<file path="config.mk">
export PLATFORM = sky130hd
export DESIGN_NAME = c_damq_credit_tracker
export DESIGN_NICKNAME = d
export VERILOG_FILES = /design/src/rtl/c_damq_credit_tracker_pkg.sv /design/src/rtl/c_damq_credit_tracker_fifo.sv /design/src/rtl/c_damq_credit_tracker.sv
export SDC_FILE = /design/constraint.sdc
export NUM_CORES = 1
export LEC_CHECK = 0
export CAP_MARGIN = 10
export CORE_ASPECT_RATIO = 1.2
export CORE_MARGIN = 4
export CORE_UTILIZATION = 60
export DETAILED_ROUTE_END_ITERATION = 10
export GPL_TIMING_DRIVEN = 0
export PLACE_DENSITY = 0.91
export SLEW_MARGIN = 20
export SYNTH_ARGS = -nofsm -noshare
export SYNTH_HDL_FRONTEND = slang
export SYNTH_SLANG_ARGS = --single-unit
export TNS_END_PERCENT = 1
</file>
<file path="constraint.sdc">
create_clock -name clk -period 9.3 [get_ports clk]
set_input_delay 1.395 -clock clk [delete_from_list [all_inputs] [get_ports clk]]
set_output_delay 1.395 -clock clk [all_outputs]
set_load 0.02 [all_outputs]
</file>
<file path="src/rtl/c_damq_credit_tracker_pkg.sv">
// rtl/c_damq_credit_tracker_pkg.sv - shared reset-type encodings and counter sizing helpers
package c_damq_credit_tracker_pkg;

  localparam int RESET_TYPE_ASYNC = 0;
  localparam int RESET_TYPE_SYNC  = 1;

  // Ceiling log2; clog2(1) = 0.
  function automatic int clog2(input int value);
    int r;
    r = 0;
    while ((1 << r) < value) r++;
    return r;
  endfunction

  // Bits needed to hold 0..max_count, never less than one bit.
  function automatic int cnt_width(input int max_count);
    int w;
    w = clog2(max_count + 1);
    return (w < 1) ? 1 : w;
  endfunction

endpackage

</file>
<file path="src/rtl/c_damq_credit_tracker_fifo.sv">
// rtl/c_damq_credit_tracker_fifo.sv - occupancy tracker for the shared credit pool
//   clk, reset (active-low), active (clock enable)
//   push / pop        : one entry taken / returned this cycle
//   full, almost_full : no free entry / exactly one free entry
module c_fifo_tracker
  import c_damq_credit_tracker_pkg::*;
#(
  parameter int depth         = 8,
  parameter bit enable_bypass = 1'b0,
  parameter int reset_type    = RESET_TYPE_ASYNC
) (
  input  logic clk,
  input  logic reset,
  input  logic active,
  input  logic push,
  input  logic pop,
  output logic full,
  output logic almost_full
);

  localparam int cw = cnt_width(depth);

  logic [cw-1:0] count_q;
  logic [cw-1:0] count_d;
  logic          push_ok;
  logic          pop_ok;

  // With bypass, a pop against an empty tracker is legal when a push lands
  // in the same cycle (the entry passes straight through).
  assign push_ok = push & ~full;
  assign pop_ok  = pop & ((count_q != '0) | (enable_bypass & push));

  always_comb begin
    count_d = count_q;
    if (push_ok && !pop_ok) begin
      count_d = count_q + cw'(1);
    end else if (pop_ok && !push_ok) begin
      count_d = count_q - cw'(1);
    end
  end

  generate
    if (reset_type == RESET_TYPE_SYNC) begin : g_sync_reset
      always_ff @(posedge clk) begin
        if (!reset) begin
          count_q <= '0;
        end else if (active) begin
          count_q <= count_d;
        end
      end
    end else begin : g_async_reset
      always_ff @(posedge clk or negedge reset) begin
        if (!reset) begin
          count_q <= '0;
        end else if (active) begin
          count_q <= count_d;
        end
      end
    end
  endgenerate

  // A zero-depth pool is permanently full and never almost full.
  assign full        = (count_q == cw'(depth));
  assign almost_full = (depth != 0) && (count_q == cw'(depth - 1));

endmodule

</file>
<file path="src/rtl/c_damq_credit_tracker.sv">
// rtl/c_damq_credit_tracker.sv - per-queue credit tracking for a downstream DAMQ buffer
//   clk, reset (async, active-low), active (clock enable for all state)
//   debit_valid / debit_sel_qu : flit sent downstream to a one-hot queue
//   cred_valid / cred_sel_qu   : credit returned for a one-hot queue (registered once)
//   empty_qu, almost_full_qu, full_qu : per-queue status from registered state
//   idle      : every queue empty and no credit waiting in the input register
//   errors_qu : [2q] spurious credit, [2q+1] debit while full
module c_damq_credit_tracker
  import c_damq_credit_tracker_pkg::*;
#(
  parameter int num_queues          = 4,
  parameter int num_slots           = 32,
  parameter bit enable_reservations = 1'b0,
  parameter int reset_type          = RESET_TYPE_ASYNC
) (
  input  logic                    clk,
  input  logic                    reset,
  input  logic                    active,
  input  logic                    debit_valid,
  input  logic [num_queues-1:0]   debit_sel_qu,
  input  logic                    cred_valid,
  input  logic [num_queues-1:0]   cred_sel_qu,
  output logic [num_queues-1:0]   empty_qu,
  output logic [num_queues-1:0]   almost_full_qu,
  output logic [num_queues-1:0]   full_qu,
  output logic                    idle,
  output logic [num_queues*2-1:0] errors_qu
);

  localparam int num_shared_slots = enable_reservations ? (num_slots - num_queues) : num_slots;
  localparam int num_queue_slots  = enable_reservations ? (1 + num_shared_slots) : num_slots;
  localparam int occ_w            = cnt_width(num_queue_slots);

  logic                  cred_valid_q;
  logic [num_queues-1:0] cred_sel_qu_q;
  logic [num_queues-1:0] debit_shared_qu;
  logic [num_queues-1:0] credit_shared_qu;
  logic                  shared_full;
  logic                  shared_almost_full;

  // Returned credits are retimed once before they touch the counters.
  always_ff @(posedge clk or negedge reset) begin
    if (!reset) begin
      cred_valid_q  <= 1'b0;
      cred_sel_qu_q <= '0;
    end else if (active) begin
      cred_valid_q  <= cred_valid;
      cred_sel_qu_q <= cred_sel_qu;
    end
  end

  c_fifo_tracker #(
    .depth        (num_shared_slots),
    .enable_bypass(1'b0),
    .reset_type   (reset_type)
  ) u_shared (
    .clk        (clk),
    .reset      (reset),
    .active     (active),
    .push       (|debit_shared_qu),
    .pop        (|credit_shared_qu),
    .full       (shared_full),
    .almost_full(shared_almost_full)
  );

  generate
    for (genvar q = 0; q < num_queues; q++) begin : g_queue
      logic [occ_w-1:0] occ;
      logic [occ_w-1:0] occ_next;
      logic             occ_nz;
      logic             deb;
      logic             cred;
      logic             deb_ok;
      logic             cred_ok;

      assign occ_nz = (occ != '0);
      assign deb    = active & debit_valid & debit_sel_qu[q];
      assign cred   = active & cred_valid_q & cred_sel_qu_q[q];

      // An idle queue still owns its reserved slot, so it is only full when it
      // already holds that slot and the shared pool is exhausted.
      assign full_qu[q]        = enable_reservations ? (occ_nz & shared_full) : shared_full;
      assign almost_full_qu[q] = (enable_reservations && !occ_nz) ? shared_full : shared_almost_full;
      assign empty_qu[q]       = ~occ_nz;

      assign errors_qu[2*q]   = cred & ~occ_nz;
      assign errors_qu[2*q+1] = deb & full_qu[q];

      assign deb_ok  = deb & ~full_qu[q];
      assign cred_ok = cred & occ_nz;

      // The first entry of a queue sits in its reserved slot and the last one
      // to leave frees it. A debit and credit hitting the same queue cancel.
      assign debit_shared_qu[q]  = deb_ok & ~cred_ok & (~enable_reservations | occ_nz);
      assign credit_shared_qu[q] = cred_ok & ~deb_ok & (~enable_reservations | (occ > occ_w'(1)));

      always_comb begin
        occ_next = occ;
        if (deb_ok && !cred_ok) begin
          occ_next = occ + occ_w'(1);
        end else if (cred_ok && !deb_ok) begin
          occ_next = occ - occ_w'(1);
        end
      end

      always_ff @(posedge clk or negedge reset) begin
        if (!reset) begin
          occ <= '0;
        end else if (active) begin
          occ <= occ_next;
        end
      end
    end
  endgenerate

  assign idle = (&empty_qu) & ~cred_valid_q;

endmodule

</file>
==> reports/metrics.cfg, run 1 <==
[run_status]
status=complete, no violations

[worst_hold_path]
hold_class=flip-flop to flip-flop
whs_path_depth=1
min-delay-start=g_queue[2].occ[5]
min_to=g_queue[2].occ[5]

[yosys]
ys.flop_type=dfrtp_1
syn-cell-area_sq_um=2730
syn_area_per_cell_sq_um=8.79
synth_edf_count=0
netlist_instances=311
yosys.cell_types.count=37
ys_seq_area_frac=0.320
synthArstFlopShare=1.00
syn-num-nets=358
synth_seq_cells=35
yosys_warnings=0

[drt]
postRouteAntennaNets=0
wire_per_inst_microns=15.1
drtIter0Drc=149
routed_wl_microns=6180
vias_per_cell=5.68
dr.pass1.iters=4
drc=0
num_vias=2322

[cts]
cts_root_buffer=clkbuf_8
postCtsHoldBufs=0
clock_latency_ps=290
post-cts-setup-buffer-count=0
cts.sinks=35
clk_pin_slew_ps=70
cts_buffer_depth=2
numCtsBuffers=5
ctsResizeCount=0
h-tree-depth=2
cts_tree=yes

[sta]
tightest_slew_ps=422
setup_violations=0
period_share=0.544
fin_crit_ps=5060
finClkSkew_ps=4.03
slew_viol_final=0
relSlewSlack=0.718
max_clock_freq_mhz=198
hold_viol=0
rsz0062_at_grt=no
tns_ps=0

[finish]
area.growth.synth_to_final_pct=19.8
stdcell_count=409
final_nets=399
drive_gt1_frac=0.0793
antennaDiodeCount=0

[place]
hpwl_microns=4800
io_buffers=33
gp_congestion=0.872
dp.cells=401

[worst_setup_path]
ff2ff_path_depth=15
rrSetupSlack_ps=5250
crit_fanout=10
worst_r2r_endpoint=u_shared.count_q[5]
crit_type=primary input to flip-flop
end_kind=flip-flop
reg2reg_from=u_shared.count_q[1]
start_kind=primary input
worst_ep_required_time_ps=9510
cp.arrival_ps=5270

[global_routing]
grt_max_degree=21
grt_pass1_vias=2393
antenna_found_initial=0
grt_usage=0.235
grt_pass1_wl_microns=10500
overflow=0

[die]
io_pins=34
dieArea_sq_um=5710
rows=26
die_w_microns=69.6
die_y_microns=81.9
core_sq_um=4330
start_util=0.632

[power_and_ir_drop]
ir_drop_mv=0.176
powerDensity_nw_per_um2=298
total_leakage_power_nw=1.50

[flow_run]
maxCapViolations=0

-- worst max-delay path, cell delays in order --
cell and delay [ps]:
clkdlybuf4s50_1 580, buf_2 260, buf_2 290, nand3_1 180, nor2_1 140, ha_1 240
inv_1 180, a41oi_1 270, ha_1 270, inv_1 150, ha_1 370, o21ai_0 140
or4_1 510, o211ai_2 110, xor2_1 170
-- cell families after synthesis --
| kind of cell | synth area share |
|---|---|
| buffers and inverters | 0.0581 |
| AO/OA/AOI/OAI | 0.167 |
| XOR/XNOR | 0.0737 |
| flip-flops | 0.320 |
| adder cells (fa/ha/maj) | 0.169 |
| AND/OR/NAND/NOR | 0.191 |
| multiplexers | 0.0206 |
-- cells in the final DEF, fill, tap and decap left out, types with 2 or more instances in the layout --
| cell | Yosys | layout |
|---|---|---|
| a211oi_1 | 6 | 6 |
| a21o_1 | 12 | 12 |
| a21oi_1 | 11 | 11 |
| and2_1 | 3 | 3 |
| buf_2 | 4 | 5 |
| buf_4 | 8 | 8 |
| clkbuf_1 | 3 | 3 |
| clkbuf_8 | 0 | 6 |
| clkdlybuf4s50_1 | 0 | 32 |
| dfrtp_1 | 35 | 35 |
| fa_1 | 5 | 5 |
| ha_1 | 29 | 29 |
| inv_1 | 15 | 15 |
| inv_2 | 3 | 3 |
| mux2_1 | 5 | 5 |
| nand2_1 | 33 | 33 |
| nand2b_1 | 13 | 13 |
| nand3_1 | 16 | 16 |
| nor2_1 | 29 | 29 |
| nor2b_1 | 5 | 5 |
| nor3_1 | 6 | 6 |
| o2111ai_1 | 4 | 4 |
| o211ai_1 | 3 | 3 |
| o211ai_2 | 2 | 2 |
| o21a_1 | 2 | 2 |
| o21ai_0 | 7 | 7 |
| o21ai_1 | 17 | 17 |
| or4_1 | 3 | 3 |
| xnor2_1 | 10 | 10 |
| xor2_1 | 13 | 13 |
-- metal layers --
metal	GRT usage	wire length [microns]	share of wire
met5	0	0	0
met1	0.263	2510	0.41
met4	0.151	288	0.047
met3	0.0514	327	0.053
met2	0.409	3060	0.49
-- how the worst max path moves through the flow --
stage	from	endpoint
final	active	u_shared.count_q[5]
after global routing	active	u_shared.count_q[5]
after CTS	active	u_shared.count_q[5]
after detailed placement	active	u_shared.count_q[5]
after global placement	active	u_shared.count_q[5]
after floorplan	active	u_shared.count_q[5]
-- where the power goes --
group	internal, mW	leakage (nW)	switching [mW]
sequential	0.218	0.427	0.0775
combinational	0.253	1.01	0.286
clock	0.0867	0.0612	0.0553
-- cells in the mapped netlist, types with 2 or more instances --
| library cell | count | area share |
|---|---|---|
| a211oi_1 | 6 | 0.016 |
| a21o_1 | 12 | 0.033 |
| a21oi_1 | 11 | 0.020 |
| and2_1 | 3 | 0.0069 |
| buf_2 | 4 | 0.0073 |
| buf_4 | 8 | 0.022 |
| clkbuf_1 | 3 | 0.0041 |
| dfrtp_1 | 35 | 0.32 |
| fa_1 | 5 | 0.037 |
| ha_1 | 29 | 0.13 |
| inv_1 | 15 | 0.021 |
| inv_2 | 3 | 0.0041 |
| mux2_1 | 5 | 0.021 |
| nand2_1 | 33 | 0.045 |
| nand2b_1 | 13 | 0.030 |
| nand3_1 | 16 | 0.029 |
| nor2_1 | 29 | 0.040 |
| nor2b_1 | 5 | 0.011 |
| nor3_1 | 6 | 0.011 |
| o2111ai_1 | 4 | 0.013 |
| o211ai_1 | 3 | 0.0082 |
| o211ai_2 | 2 | 0.0092 |
| o21a_1 | 2 | 0.0055 |
| o21ai_0 | 7 | 0.013 |
| o21ai_1 | 17 | 0.031 |
| or4_1 | 3 | 0.0082 |
| xnor2_1 | 10 | 0.032 |
| xor2_1 | 13 | 0.042 |
-- stage by stage --
| stage | instance area (sq um) | hold WS, ps | power, mW | setup WS (ps) | utilization |
|---|---|---|---|---|---|
| final | 3270 | 479 | 0.977 | 4240 | 0.757 |
| after floorplan | 2730 | 442 | 0.695 | 5160 | - |
| after CTS | 3270 | 477 | 0.979 | 4250 | 0.757 |
| after global placement | 3130 | 462 | 0.791 | 4160 | 0.724 |
| after global routing | 3270 | 493 | 1.07 | 3950 | 0.757 |
| after detailed placement | 3160 | 465 | 0.826 | 4000 | 0.730 |
-- cell type report --
class / instances / area (sq um)
clock buffers: 6 / 82.6
repair buffers: 34 / 353
multi-input cells: 243 / 1700
well taps: 56 / 70.1
plain buffers: 15 / 91.3
inverters: 18 / 67.6
clock inverters: 2 / 35.0
flip-flops and latches: 35 / 876
fillers: 317 / 1050
-- flip-flops by register name, indices dropped and copies added, names as in the netlist --
register / flops
cred_sel_qu_q: 4
u_shared.count_q: 6
cred_valid_q: 1
g_queue.occ: 24
No activity file was read; power rests on OpenSTA's default activity.
==> run 2, diff against run 1 <==
Settings changed: CORE_UTILIZATION 60 to 51, PLACE_DENSITY 0.91 to 0.83.
Clock period 9.3 ns to 4.4 ns, I/O delays scaled along.
==> run 2 against run 1 <==
  * Clock skew grew 5.5 ps
  * Worst setup slack lost 4000 ps
  * First-iteration DRC count shrank 42%
  * Largest power group unchanged
==> reports/metrics.cfg, run 2 (same netlist as run 1, synthesis figures left out) <==
[sta]
max_clock_freq_mhz=241
fin_crit_ps=4160
finalWorstSetupSlack_ps=243  ; was 4240 ps
period_share=0.945
relSlewSlack=0.692  ; was 0.718
tightest_slew_ps=461  ; was 422 ps
hold_viol=0  ; unchanged
setup_violations=0  ; unchanged
finClkSkew_ps=9.56  ; was 4.03 ps
whs_ps=280  ; was 479 ps
rsz0062_at_grt=no  ; unchanged
slew_viol_final=0  ; unchanged

[worst_setup_path]
crit_type=primary input to flip-flop  ; unchanged
end_kind=flip-flop  ; unchanged
rrSetupSlack_ps=480  ; was 5250 ps
cp.arrival_ps=4380  ; was 5270 ps
crit_fanout=10  ; unchanged
worst-path-buf-inv=5  ; unchanged
start_kind=primary input  ; unchanged
cpLargestDelayFamily=buffers and inverters  ; unchanged
worst_ep_required_time_ps=4620  ; was 9510 ps
crit_path_max_incr_delay_ps=590  ; was 580 ps
cp_cell_sequence=clkdlybuf4s50_1, buf_2, clkbuf_4, nand3_1, nor2_1, ha_1, inv_1, a41oi_1, ha_2, inv_1, ha_1, o21ai_0, or4_1, o211ai_2, xor2_1  ; was clkdlybuf4s50_1, buf_2, buf_2, nand3_1, nor2_1, ha_1, inv_1, a41oi_1, ha_1, inv_1, ha_1, o21ai_0, or4_1, o211ai_2, xor2_1
crit_slowest_cell=clkdlybuf4s50_1  ; unchanged

[power_and_ir_drop]
finalPower_mw=2.00  ; was 0.977 mW
p_comb_frac=0.562  ; was 0.552
power_frac_seq=0.308  ; was 0.303
total_leakage_power_nw=1.48  ; was 1.50 nW
clkPwrFrac=0.130  ; was 0.145
powerDensity_nw_per_um2=613  ; was 298 nW/um^2
switching_share=0.431  ; was 0.429
p_int_mw=1.14  ; was 0.558 mW
ir_drop_mv=0.318  ; was 0.176 mV
p_sw_mw=0.862  ; was 0.419 mW

[drt]
postRouteAntennaNets=0  ; unchanged
dr.pass1.iters=4  ; unchanged
num_vias=2318  ; was 2,322
highest_layer=met4  ; unchanged
routedLengthMet1_microns=2480  ; was 2510 microns
routed_wl_microns=5940  ; was 6180 microns
drtIter0Drc=86  ; was 149
drc=0  ; unchanged
wire_per_inst_microns=14.4  ; was 15.1 microns
wl_met3_microns=218  ; was 327 microns
route.met2.wl_microns=3130  ; was 3060 microns
vias_per_cell=5.61  ; was 5.68

[finish]
top_regs=g_queue.occ (24), u_shared.count_q (6), cred_sel_qu_q (4)  ; unchanged
final_cell_mix=dfrtp_1 (35), nand2_1 (33), clkdlybuf4s50_1 (32), nor2_1 (29), ha_1 (28)  ; was dfrtp_1 (35), nand2_1 (33), clkdlybuf4s50_1 (32), nor2_1 (29), ha_1 (29)
finalInstanceArea_sq_um=3270  ; about the same
max_flop_register=g_queue.occ  ; unchanged
mostFrequentLayoutCell=dfrtp_1  ; unchanged
fillers=403  ; was 317
regArea_sq_um=876  ; unchanged
area.growth.synth_to_final_pct=19.5  ; was 19.8%
final_nets=399  ; unchanged
antennaDiodeCount=0  ; unchanged
drive_gt1_frac=0.0793  ; unchanged
largest_reg_flops=24  ; unchanged
multi_input_area_sq_um=1700  ; about the same

[cts]
cts.sinks=35  ; unchanged
postCtsHoldBufs=0  ; unchanged
h-tree-depth=2  ; unchanged
cts_root_buffer=clkbuf_8  ; unchanged
clock_latency_ps=290  ; about the same
numCtsBuffers=5  ; unchanged
cts_tree=yes  ; unchanged
clk_pin_slew_ps=80  ; was 70 ps
cts_buffer_depth=2  ; unchanged

[flow_run]
maxCapViolations=0  ; unchanged

[die]
start_util=0.542  ; was 0.632
io_pins=34  ; unchanged
core_sq_um=5040  ; was 4330 sq um
dieArea_sq_um=6600  ; was 5710 sq um
die_w_microns=74.8  ; was 69.6 microns
rows=28  ; was 26
die_y_microns=88.2  ; was 81.9 microns

[place]
hpwl_microns=4660  ; was 4800 microns
io_buffers=33  ; unchanged
gp_congestion=0.836  ; was 0.872
preCtsSetupSlack_ps=-130  ; was 4000 ps
placed_cell_area_sq_um=3160  ; about the same

[global_routing]
antenna_found_initial=0  ; unchanged
grt_usage=0.199  ; was 0.235
grt_max_degree=23  ; was 21
overflow=0  ; unchanged
grt_pass1_vias=2327  ; was 2,393
grt_pass1_wl_microns=10200  ; was 10,500 microns

[run_status]
status=complete, no violations  ; unchanged

[worst_hold_path]
hold_class=primary input to asynchronous set/reset pin  ; was flip-flop to flip-flop

==> run 2: cell types whose count changed in the layout (fill, tap and decap cells not counted) <==
cell	change
buf_2	-1
ha_1	-1
ha_2	+1
clkinv_2	-1
clkbuf_1	+1
clkbuf_4	+1
bufinv_16	-1
clkbuf_8	+1
==> run 2: power groups by stage <==
| stage | clock [mW] | sequential, mW | combinational (mW) |
|---|---|---|---|
| CTS | 0.269 | 0.614 | 1.12 |
| floorplan | 0 | 0.584 | 0.885 |
| detailed placement | 0 | 0.620 | 1.11 |
| global placement | 0 | 0.613 | 1.06 |
| finish | 0.261 | 0.616 | 1.12 |
| global route | 0.280 | 0.641 | 1.27 |
==> run 2: per-layer routing <==
metal,up-vias,track usage
met3,15,0.0379
li1,1147,-
met2,49,0.353
met5,-,0
met1,1107,0.230
met4,0,0.0825
==> run 2: worst reg2reg max path: cells and delay by family, from the launching register on <==
kind,cells,cell delay (ps)
fa+ha+maj,3,780
compound gates,3,390
flops,1,450
buf+inv,3,620
simple gates,5,1450
xor+xnor,1,150
==> run 2: worst paths after layout <==
kind / to / startpoint / depth (start not counted)
min in group clk: g_queue[0].occ[5] / g_queue[0].occ[5] / 1
worst min register to register: g_queue[0].occ[5] / g_queue[0].occ[5] / 1
worst max-delay path: u_shared.count_q[5] / active / 15
max in group asynchronous: g_queue[2].occ[1] / reset / 2
worst min-delay path: cred_sel_qu_q[1] / reset / 1
worst max register to register: u_shared.count_q[5] / u_shared.count_q[1] / 15
==> run 2: layout make-up <==
class / count / share of cell area
Timing Repair Buffer: 34 / 0.108
Inverter: 18 / 0.0207
Sequential cell: 35 / 0.268
Buffer: 15 / 0.0287
Tap cell: 60 / 0.0230
Multi-Input combinational cell: 243 / 0.521
Clock buffer: 8 / 0.0306
==> run 2: through the flow <==
stage          TNS, ps   util  cells
6_report             0  0.648    413
5_1_grt              0  0.648    413
4_1_cts              0  0.647    413
3_5_place_dp      -130  0.627    405
3_3_place_gp     -20.6  0.622    404
2_1_floorplan        0      -    311
==> run 2: what timing repair did <==
item / CTS / global route
resized for setup: 0 / 2
setup endpoints to repair: 0 / 1
buffers inserted: 0 / 0
==> run 3, diff against run 2 <==
Settings changed: GPL_TIMING_DRIVEN 0 to default.
==> run 3 against run 2 <==
  * Maximum frequency grew 3.9%
  * Via count shrank 4.5%
  * First-iteration DRC count shrank 4.7%
  * Combinational power is essentially flat
  * Flip-flop and latch count is the same
  * Total power grew 0.63%
  * Clock power grew 16%
  * Global-route usage shrank 0.64 points
  * Design area shrank 2.4%
  * Final cell count shrank 3.1%
  * Sequential power grew 0.8%
  * Largest cell class unchanged
==> reports/metrics.cfg, run 3 (same netlist as run 1, synthesis figures left out) <==
[drt]
postRouteAntennaNets=0  ; unchanged
wire_per_inst_microns=14.2  ; was 14.4 microns
vias_per_cell=5.54  ; was 5.61
num_vias=2214  ; was 2,318
drc=0  ; unchanged
dr.pass1.iters=4  ; unchanged
drtIter0Drc=82  ; was 86
routed_wl_microns=5690  ; was 5940 microns

[power_and_ir_drop]
p_comb_frac=0.541  ; was 0.562
powerDensity_nw_per_um2=632  ; was 613 nW/um^2
power_frac_seq=0.308  ; about the same
p_sw_mw=0.855  ; was 0.862 mW
clkPwrFrac=0.151  ; was 0.130
total_leakage_power_nw=1.44  ; was 1.48 nW
ir_drop_mv=0.328  ; was 0.318 mV
p_int_mw=1.16  ; was 1.14 mW
finalPower_mw=2.01  ; was 2.00 mW
switching_share=0.424  ; was 0.431

[sta]
hold_viol=0  ; unchanged
tns_ps=0  ; unchanged
finClkSkew_ps=14.1  ; was 9.56 ps
tightest_slew_ps=563  ; was 461 ps
max_clock_freq_mhz=250  ; was 241 MHz
period_share=0.909  ; was 0.945
fin_crit_ps=4000  ; was 4160 ps
setup_violations=0  ; unchanged
slew_viol_final=0  ; unchanged
finalWorstSetupSlack_ps=400  ; was 243 ps
rsz0062_at_grt=no  ; unchanged
whs_ps=471  ; was 280 ps
relSlewSlack=0.623  ; was 0.692

[die]
core_sq_um=5040  ; unchanged
io_pins=34  ; unchanged
die_y_microns=88.2  ; unchanged
die_w_microns=74.8  ; unchanged
dieArea_sq_um=6600  ; unchanged
rows=28  ; unchanged
start_util=0.542  ; unchanged

[global_routing]
grtUsageMet3=0.0253  ; was 0.0379
top_usage_layer=met2  ; unchanged
grt_pass1_vias=2212  ; was 2,327
grtUsageMet1=0.237  ; was 0.230
met2_usage=0.332  ; was 0.353
overflow=0  ; unchanged
grt_pass1_wl_microns=9890  ; was 10,200 microns
grt_usage=0.193  ; was 0.199
antenna_found_initial=0  ; unchanged
grt_max_degree=36  ; was 23

[worst_setup_path]
cp_cell_sequence=clkdlybuf4s50_1, nand3_1, nand2b_1, ha_1, o41ai_1, ha_1, inv_1, ha_1, o21ai_0, or4_1, o211ai_2, xor2_1  ; was clkdlybuf4s50_1, buf_2, clkbuf_4, nand3_1, nor2_1, ha_1, inv_1, a41oi_1, ha_2, inv_1, ha_1, o21ai_0, or4_1, o211ai_2, xor2_1
cpMostUsedCell=ha_1
worst_ep_required_time_ps=4620  ; about the same
cp.arrival_ps=4220  ; was 4380 ps
end_kind=flip-flop  ; unchanged
crit_fanout=16  ; was 10
crit_path_max_incr_delay_ps=820  ; was 590 ps
rrSetupSlack_ps=510  ; was 480 ps
crit_slowest_cell=clkdlybuf4s50_1  ; unchanged
start_kind=primary input  ; unchanged
crit_type=primary input to flip-flop  ; unchanged

[finish]
area.growth.synth_to_final_pct=16.6  ; was 19.5%
mostFrequentLayoutCell=dfrtp_1  ; unchanged
largest_reg_flops=24  ; unchanged
final_cell_mix=dfrtp_1 (35), nand2_1 (33), clkdlybuf4s50_1 (33), nor2_1 (29), ha_1 (29)  ; was dfrtp_1 (35), nand2_1 (33), clkdlybuf4s50_1 (32), nor2_1 (29), ha_1 (28)
max_flop_register=g_queue.occ  ; unchanged
fillers=441  ; was 403
final_nets=386  ; was 399
drive_gt1_frac=0.0500  ; was 0.0793
stdcell_count=400  ; was 413
antennaDiodeCount=0  ; unchanged
top_regs=g_queue.occ (24), u_shared.count_q (6), cred_sel_qu_q (4)  ; unchanged

[place]
hpwl_microns=4520  ; was 4660 microns
io_buffers=33  ; unchanged
gp_congestion=0.905  ; was 0.836
dp.cells=392  ; was 405
preCtsSetupSlack_ps=162  ; was -130 ps

[flow_run]
maxCapViolations=0  ; unchanged

[cts]
cts_tree=yes  ; unchanged
post-cts-setup-buffer-count=0  ; unchanged
clock_latency_ps=290  ; about the same
cts.sinks=35  ; unchanged
ctsResizeCount=0  ; unchanged
clk_pin_slew_ps=80  ; about the same
numCtsBuffers=5  ; unchanged
cts_root_buffer=clkbuf_8  ; unchanged
h-tree-depth=2  ; unchanged
cts_buffer_depth=2  ; unchanged
postCtsHoldBufs=0  ; unchanged

[run_status]
status=complete, no violations  ; unchanged

[worst_hold_path]
hold_class=flip-flop to flip-flop  ; was primary input to asynchronous set/reset pin

[run 3: cell count changes in the layout (fill, tap and decap cells not counted), sizes merged]
cell           change
bufinv             +1
clkdlybuf4s50      +1
clkbuf             -6
buf               -10
clkinv             +1
[run 3: cell type report]
type	instances	area, sq um	area share
sequential	35	876	0.275
tap	60	75.1	0.0235
clock inverter	2	35.0	0.0110
inverter	18	67.6	0.0212
multi-input combinational	243	1700	0.533
timing repair buffer	36	353	0.111
clock buffer	6	82.6	0.0259
[run 3: critical path: cells and delay by family]
family                   cells  cell delay [ps]
buffers and inverters        2              960
AND/OR/NAND/NOR              3              940
AO/OA/AOI/OAI                3              600
adder cells (fa/ha/maj)      3              880
XOR/XNOR                     1              150
[run 3: final timing paths]
| check | start | end | cells after the start |
|---|---|---|---|
| hold / removal | g_queue[3].occ[5] | g_queue[3].occ[5] | 1 |
| hold reg to reg | g_queue[3].occ[5] | g_queue[3].occ[5] | 1 |
| setup / recovery | active | u_shared.count_q[5] | 12 |
| min in group asynchronous | reset | cred_sel_qu_q[1] | 2 |
| max in group asynchronous | reset | g_queue[2].occ[0] | 2 |
| setup reg to reg | u_shared.count_q[1] | u_shared.count_q[5] | 15 |
[run 3: stage by stage]
step | util | area (sq um)
2_1_floorplan | - | 2730
5_1_grt | 0.632 | 3190
3_3_place_gp | 0.609 | 3070
4_1_cts | 0.632 | 3190
6_report | 0.632 | 3190
3_5_place_dp | 0.609 | 3070
[run 3: routing by layer]
| layer | routed length [microns] | up-vias | part of all wire |
|---|---|---|---|
| met1 | 2560 | 1044 | 0.45 |
| met5 | 0 | - | 0 |
| met2 | 2840 | 33 | 0.50 |
| li1 | - | 1127 | - |
| met4 | 99 | 0 | 0.017 |
| met3 | 189 | 10 | 0.033 |
[run 3: power groups by stage]
| stage | sequential [mW] | clock, mW | combinational (mW) |
|---|---|---|---|
| 3_3_place_gp | 0.622 | 0 | 1.05 |
| 4_1_cts | 0.622 | 0.311 | 1.09 |
| 2_1_floorplan | 0.584 | 0 | 0.885 |
| 5_1_grt | 0.643 | 0.320 | 1.24 |
| 3_5_place_dp | 0.627 | 0 | 1.08 |
| 6_report | 0.621 | 0.303 | 1.09 |
==> edit (config.mk and constraints of run 3) <==
Register the output `errors_qu`, with the module's reset; this adds one clock of latency there. The other outputs are not delayed to match.
--- a/src/rtl/c_damq_credit_tracker.sv
+++ b/src/rtl/c_damq_credit_tracker.sv
@@ -32,2 +32,4 @@
   localparam int occ_w            = cnt_width(num_queue_slots);
+
+  logic [num_queues*2-1:0] errors_qu_d;
 
@@ -85,4 +87,4 @@
 
-      assign errors_qu[2*q]   = cred & ~occ_nz;
-      assign errors_qu[2*q+1] = deb & full_qu[q];
+      assign errors_qu_d[2*q]   = cred & ~occ_nz;
+      assign errors_qu_d[2*q+1] = deb & full_qu[q];
 
@@ -117,2 +119,10 @@
 
+  always_ff @(posedge clk or negedge reset) begin
+    if (!reset) begin
+      errors_qu <= '0;
+    end else begin
+      errors_qu <= errors_qu_d;
+    end
+  end
+
 endmodule
Formal check against the unedited RTL: not equivalent (a bounded check fails within 4 cycles, from zero or initial values and one cycle with reset low).
==> edit against run 3 <==
  * Final area grew 5.7%
  * Fmax rose by 2.0%
  * Wire length rose by 4.3%
  * Total power up 4.7%
  * First-iteration DRC count grew 1.2%
  * Count of clock-buffer cells in the layout decreased by 1
  * Via count up 4.5%
  * Worst setup slack better by 0.077 ns
  * Synthesized area rose by 7.3%
  * Sequential cell count increased by 8
  * Non-clock buffer count is 2 lower
  * Critical path depth rose by 3
  * Clock power increased by 3%
==> edit: results (changes against run 3) <==
pwr:
  irDropWorstVdd_v: 0.000219  # -33%
  p_leak_nw: 1.54  # +6.9%
  clk-power_uw: 313  # +3%
  power_switching_share: 0.421  # -0.00330
cells_and_area:
  layout-drive-gt1-share: 0.0462  # -0.00376
  final_nets: 392  # +1.6%
synth:
  synth.avg_cell_area_sq_um: 9.20  # +4.6%
  synth_nets: 366  # +2.2%
  synthTopCellsByCount: "dfrtp_1, nand2_1, ha_1, nor2_1, o21ai_1"
worst_setup_path:
  crit_family: "simple AND/OR/NAND/NOR gates"
  cp_max_fo: 9  # -7
  max_stage_delay_ns: 0.56  # -0.26 ns
  worst-endpoint-arrival_ns: 4.14  # -0.08 ns
place:
  dpl.cell_count: 402  # +2.6%
  placed_cell_area_sq_mm: 0.00326  # +6.0%
  post-place-ws_ns: 0.358  # +0.197 ns
  dp_hpwl_um: 4600  # +1.9%
global_routing:
  first_global_vias: 2353  # +6.4%
  grtUsageMet3: 0.0327  # +0.00748
  grtUsageMet2: 0.315  # -0.0172
  use_met1: 0.216  # -0.0209
run_status:
  outcome: "completed"
routing:
  routedWlPerCell_um: 14.5  # +1.7%
sta:
  fin_skew_ns: 0.00809  # -0.00598 ns
  max_slew_margin: 0.367  # -0.256
[edit: cell count changes in the layout (fill, tap and decap cells not counted), sizes merged]
cell | run 3 | this run
clkinv | 1 | 2
buf | 3 | 2
clkbuf | 6 | 5
dfrtp | 35 | 43
clkdlybuf4s50 | 33 | 32
[edit: kinds of logic after synthesis]
family          synth area share
compound gates             0.155
xor+xnor                  0.0687
mux                       0.0192
flops                      0.367
fa+ha+maj                  0.158
buf+inv                   0.0542
simple gates               0.178
[edit: final cells by class]
class	count	area (sq um)
clock buffers	5	68.8
clock inverters	3	43.8
fillers	456	2260
inverters	18	67.6
multi-input cells	243	1700
flip-flops and latches	43	1080
well taps	64	80.1
repair buffers	34	333
[edit: metal layers]
metal	share of wire	vias to the layer above
li1	-	1145
met1	0.42	1096
met2	0.52	58
met3	0.040	14
met4	0.023	0
met5	0	-
